[src/rtl/cfu_cmd_issuer.sv]
// CFU command issuer: buffers custom-instruction requests in a small FIFO, issues each
// one to the CFU as a single-cycle strobe, waits for the result or a timeout and returns
// it on a valid/ready response port. At most one command is outstanding at the CFU.
module cfu_cmd_issuer #(
  parameter int unsigned INT32_SIZE     = 32,
  parameter int unsigned CMD_WIDTH      = 7,
  parameter int unsigned FIFO_DEPTH     = 4,
  parameter int unsigned TIMEOUT_CYCLES = 255
) (
  input  logic                  clk,
  input  logic                  rst_n,
  input  logic                  req_valid,
  output logic                  req_ready,
  input  logic [CMD_WIDTH-1:0]  req_cmd,
  input  logic [INT32_SIZE-1:0] req_op0,
  input  logic [INT32_SIZE-1:0] req_op1,
  output logic                  rsp_valid,
  input  logic                  rsp_ready,
  output logic [INT32_SIZE-1:0] rsp_data,
  output logic                  rsp_timeout,
  output logic                  cfu_en,
  output logic [CMD_WIDTH-1:0]  cfu_cmd,
  output logic [INT32_SIZE-1:0] cfu_inp0,
  output logic [INT32_SIZE-1:0] cfu_inp1,
  input  logic [INT32_SIZE-1:0] cfu_ret,
  input  logic                  cfu_valid,
  output logic                  busy
);

  localparam int unsigned PtrW = (FIFO_DEPTH > 1) ? $clog2(FIFO_DEPTH) : 1;
  localparam int unsigned CntW = $clog2(FIFO_DEPTH + 1);
  localparam int unsigned TmrW = $clog2(TIMEOUT_CYCLES + 1);
  localparam logic [CntW-1:0] CntFull = CntW'(FIFO_DEPTH);
  localparam logic [TmrW-1:0] TmrLast = TmrW'(TIMEOUT_CYCLES - 1);

  typedef enum logic [1:0] {StIdle, StIssue, StWait, StResp} state_e;

  state_e r_state, w_state_d;

  logic [CMD_WIDTH-1:0]  r_fifo_cmd [FIFO_DEPTH];
  logic [INT32_SIZE-1:0] r_fifo_op0 [FIFO_DEPTH];
  logic [INT32_SIZE-1:0] r_fifo_op1 [FIFO_DEPTH];
  logic [PtrW-1:0]       r_wr_ptr, r_rd_ptr;
  logic [CntW-1:0]       r_count;
  logic [TmrW-1:0]       r_timer;
  logic [CMD_WIDTH-1:0]  r_cfu_cmd;
  logic [INT32_SIZE-1:0] r_cfu_inp0, r_cfu_inp1;
  logic [INT32_SIZE-1:0] r_rsp_data;
  logic                  r_rsp_timeout;

  logic w_push, w_pop, w_nonempty, w_capture, w_abort;

  assign w_nonempty  = (r_count != '0);
  assign req_ready   = (r_count != CntFull);
  assign w_push      = req_valid & req_ready;
  assign cfu_en      = (r_state == StIssue);
  assign rsp_valid   = (r_state == StResp);
  assign busy        = (r_state != StIdle) | w_nonempty;
  assign cfu_cmd     = r_cfu_cmd;
  assign cfu_inp0    = r_cfu_inp0;
  assign cfu_inp1    = r_cfu_inp1;
  assign rsp_data    = r_rsp_data;
  assign rsp_timeout = r_rsp_timeout;

  // Next-state and pop/capture decode; cfu_valid is only looked at in WAIT.
  always_comb begin
    w_state_d = r_state;
    w_pop     = 1'b0;
    w_capture = 1'b0;
    w_abort   = 1'b0;
    unique case (r_state)
      StIdle: begin
        if (w_nonempty) begin
          w_pop     = 1'b1;
          w_state_d = StIssue;
        end
      end
      StIssue: w_state_d = StWait;
      StWait: begin
        // A result on the final WAIT cycle beats the timeout.
        if (cfu_valid) begin
          w_capture = 1'b1;
          w_state_d = StResp;
        end else if (r_timer == TmrLast) begin
          w_abort   = 1'b1;
          w_state_d = StResp;
        end
      end
      StResp: begin
        if (rsp_ready) begin
          if (w_nonempty) begin
            w_pop     = 1'b1;
            w_state_d = StIssue;
          end else begin
            w_state_d = StIdle;
          end
        end
      end
      default: w_state_d = StIdle;
    endcase
  end

  // State register.
  always_ff @(posedge clk or negedge rst_n) begin
    if (!rst_n) r_state <= StIdle;
    else        r_state <= w_state_d;
  end

  // FIFO payload storage; contents are don't-care while the slot is empty.
  always_ff @(posedge clk) begin
    if (w_push) begin
      r_fifo_cmd[r_wr_ptr] <= req_cmd;
      r_fifo_op0[r_wr_ptr] <= req_op0;
      r_fifo_op1[r_wr_ptr] <= req_op1;
    end
  end

  // FIFO pointers and occupancy; power-of-two depth lets the pointers wrap naturally.
  always_ff @(posedge clk or negedge rst_n) begin
    if (!rst_n) begin
      r_wr_ptr <= '0;
      r_rd_ptr <= '0;
      r_count  <= '0;
    end else begin
      if (w_push) r_wr_ptr <= r_wr_ptr + PtrW'(1);
      if (w_pop)  r_rd_ptr <= r_rd_ptr + PtrW'(1);
      if (w_push && !w_pop)      r_count <= r_count + CntW'(1);
      else if (!w_push && w_pop) r_count <= r_count - CntW'(1);
    end
  end

  // CFU operand registers: loaded on pop, held from ISSUE through RESP.
  always_ff @(posedge clk or negedge rst_n) begin
    if (!rst_n) begin
      r_cfu_cmd  <= '0;
      r_cfu_inp0 <= '0;
      r_cfu_inp1 <= '0;
    end else if (w_pop) begin
      r_cfu_cmd  <= r_fifo_cmd[r_rd_ptr];
      r_cfu_inp0 <= r_fifo_op0[r_rd_ptr];
      r_cfu_inp1 <= r_fifo_op1[r_rd_ptr];
    end
  end

  // WAIT-cycle counter: cleared in ISSUE, stops at TmrLast so it never wraps.
  always_ff @(posedge clk or negedge rst_n) begin
    if (!rst_n) begin
      r_timer <= '0;
    end else if (r_state == StIssue) begin
      r_timer <= '0;
    end else if ((r_state == StWait) && !w_capture && !w_abort) begin
      r_timer <= r_timer + TmrW'(1);
    end
  end

  // Response registers: written only when leaving WAIT, stable throughout RESP.
  always_ff @(posedge clk or negedge rst_n) begin
    if (!rst_n) begin
      r_rsp_data    <= '0;
      r_rsp_timeout <= 1'b0;
    end else if (w_capture) begin
      r_rsp_data    <= cfu_ret;
      r_rsp_timeout <= 1'b0;
    end else if (w_abort) begin
      r_rsp_data    <= '0;
      r_rsp_timeout <= 1'b1;
    end
  end

endmodule

[config.mk]
export PLATFORM = sky130hd
export DESIGN_NAME = cfu_cmd_issuer
export DESIGN_NICKNAME = d
export VERILOG_FILES = /design/src/rtl/cfu_cmd_issuer.sv
export SDC_FILE = /design/constraint.sdc
export NUM_CORES = 1
export LEC_CHECK = 0
export ABC_AREA = 0
export BUFFER_PORTS_ARGS = -buffer_cell sky130_fd_sc_hd__buf_4
export CORE_MARGIN = 1.5
export CORE_UTILIZATION = 25
export DETAILED_ROUTE_END_ITERATION = 10
export SYNTH_ARGS = -nofsm -noshare
export SYNTH_HDL_FRONTEND = slang
export SYNTH_SLANG_ARGS = --single-unit
[constraint.sdc]
create_clock -name clk -period 3.1 [get_ports clk]
set_clock_uncertainty 0.05 [all_clocks]
set_input_delay 0.62 -clock clk [delete_from_list [all_inputs] [get_ports clk]]
set_output_delay 0.62 -clock clk [all_outputs]
set_load 0.1 [all_outputs]
==> flow_summary.json <==
{
  "status": "finished clean",
  "cp_cell_sequence": "inv_1 -> ha_1 -> buf_4",
  "path_clk_slew_ns": 0.06,
  "core-area_um2": 59400,
  "first_pass_iters": 4,
  "finalMaxSlewViolations": 0,
  "synth_area_um2": 15100,
  "grt_first_pass_wirelength_um": 50100,
  "postCtsSetupRepairBufs": 0,
  "dieArea_um2": 62000,
  "clock_path_buffers": 3,
  "root_buffer": "clkbuf_16",
  "grt_max_degree": 74,
  "place.gp.congestion": 0.727,
  "ys.flop_type": "edfxtp_1",
  "startpoint_type": "register",
  "rsz0062_at_grt": "no",
  "drive_above_1_share": 0.463,
  "drt_iter0_drc": 429,
  "clock_latency_ns": 0.57,
  "cpPeakStageDelay_ns": 0.41,
  "syn-mean-instance-area_um2": 21.7,
  "synthAdderAreaFrac": 0.0112,
  "wirelength_um": 33000,
  "max_freq_mhz": 395,
  "synthSimpleGateAreaFrac": 0.0132,
  "setup_viol": 0,
  "synthCells": 698,
  "route.detailed.drc": 0,
  "grt-ovfl-total": 0,
  "arrival_ns": 1.86,
  "required_ns": 2.43,
  "utilization": 0.325,
  "path_class": "register to output port",
  "cts_resized": 0,
  "ant_nets": 0,
  "htree_num_levels": 2,
  "cts_tree": "built",
  "io-pin-count": 216,
  "timing.rr.start": "r_state[0]",
  "dpl.hpwl_um": 18000,
  "grt_pass1_vias": 8088,
  "fin_crit_ns": 2.53,
  "seq_area_frac_synth": 0.764,
  "cp_max_fo": 9,
  "syn-num-nets": 819,
  "max-cap-violations": 0,
  "synth-edff-count": 284,
  "die_h_um": 249,
  "area_delta_synth_final_pct": 27.3,
  "hold_class": "primary input to async pin",
  "portBuffers": 215,
  "die_w_um": 249,
  "crit_start": "r_state[1]",
  "finalHoldViolCount": 0,
  "tns_ns": 0,
  "antenna_found_initial": 3,
  "cpMaxStageDelayCell": "dfrtp_1",
  "antennaDiodeCount": 0,
  "clock-sinks": 405,
  "ys_ff_latch": 405,
  "yosysWarningCount": 0,
  "layout.nets": 1063,
  "relSlewSlack": 0.517,
  "hold_buffers": 0,
  "cts_buffers": 46,
  "synth_xor_area_frac": 0.00579,
  "wl_per_cell_um": 18.8,
  "vias": 7479,
  "async_flop_share": 0.299,
  "viasPerCell": 4.27,
  "worst_pin_slew_ns": 0.724,
  "row_count": 89,
  "hold_ws_ns": 0.0409,
  "fin_crit_sh": 0.818,
  "ys_types": 38,
  "synth_top_family_by_area": "multiplexers",
  "synth_compound_area_frac": 0.0264,
  "cp-end-kind": "output port",
  "grt_util_all_layers": 0.107,
  "synth.area.mux_share": 0.163,
  "start_util": 0.255
}
## worst paths after layout
path | end | slack (ns) | cells after the start
min in group clk | r_fifo_op0[2][0] | 0.20 | 1
worst min-delay path | cfu_inp0[20] | 0.04 | 1
max in group asynchronous | rsp_data[4] | 2.23 | 2
worst max register to register | r_count[1] | 0.81 | 8
worst max-delay path | cfu_en | 0.57 | 3
worst min register to register | rsp_data[11] | 0.45 | 1
## state kept, by name (all words and copies together) (netlist names), 7 cells and up
| signal | cells |
|---|---|
| cfu_cmd | 7 |
| cfu_inp0 | 32 |
| cfu_inp1 | 32 |
| r_fifo_cmd | 28 |
| r_fifo_op0 | 128 |
| r_fifo_op1 | 128 |
| r_timer | 8 |
| rsp_data | 32 |
## metrics by stage
step	setup WS (ns)	cells	instance area (µm²)
final	0.566	1752	19300
after CTS	0.507	1752	19300
after global routing	0.437	1752	19300
after global placement	0.839	1667	17700
after floorplan	0.0851	698	15100
after detailed placement	0.809	1667	17700
## layout make-up
cell class | count | area (µm²)
Multi-Input combinational cell | 253 | 3360
Clock inverter | 23 | 223
Tap cell | 773 | 967
Sequential cell | 405 | 11600
Fill cell | 5657 | 40100
Clock buffer | 62 | 1290
Timing Repair Buffer | 228 | 1830
Inverter | 8 | 30.0
## logic make-up after synthesis
family | count (synthesis)
flops | 405
simple gates | 35
mux | 144
buf+inv | 40
fa+ha+maj | 13
compound gates | 51
xor+xnor | 10
## Yosys cell counts, types with 5 or more instances
master / instances / area [µm²]
buf_2: 8 / 40.0
mux4_2: 68 / 1530
nand2_1: 6 / 22.5
dfrtp_1: 121 / 3030
mux2_4: 10 / 150
ha_1: 12 / 150
buf_1: 5 / 18.8
a22o_1: 32 / 280
xor2_1: 6 / 52.6
nor2_1: 9 / 33.8
buf_6: 9 / 101
and3_1: 5 / 31.3
mux2_2: 63 / 709
clkbuf_1: 6 / 22.5
a21oi_1: 7 / 35.0
inv_1: 8 / 30.0
edfxtp_1: 284 / 8530
## worst max-delay path: cells and delay by family (launching register included)
kind                       cells  cell delay, ns
buffers and inverters          2            0.49
DFF                            1            0.41
adders and majority gates      1            0.39
## metal layers
metal	wire, µm	GRT usage	vias to the layer above
met1	13700	0.130	3899
met5	44	0	-
met2	16000	0.176	210
met4	738	0.0349	6
met3	2560	0.0388	58
li1	-	-	3306
## placed cells by master (no fill, tap or decap), types with 2 or more instances in the layout
master        n
o21ai_2       2
clkbuf_8      6
clkbuf_1      9
clkinv_2      7
edfxtp_1    284
nand2_1       6
dfrtp_1     119
a22o_1       32
mux2_4       10
clkbuf_16    47
nor2_1        9
mux4_1        3
ha_1         12
clkinv_4      2
and3_4        4
clkinvlp_4    2
xnor2_1       4
inv_6         3
buf_4       218
dfrtp_4       2
a21oi_1       7
inv_1         8
buf_12        9
nor2b_1       3
mux2_2       63
bufinv_16     3
or3_1         2
xor2_1        6
o211ai_1      4
clkinv_1      5
and4b_1       2
mux4_2       68
o21ai_0       2
a31oi_1       2
Power is not shown: default switching activity piles up to over one toggle a cycle in this logic, so the estimate is an artifact.
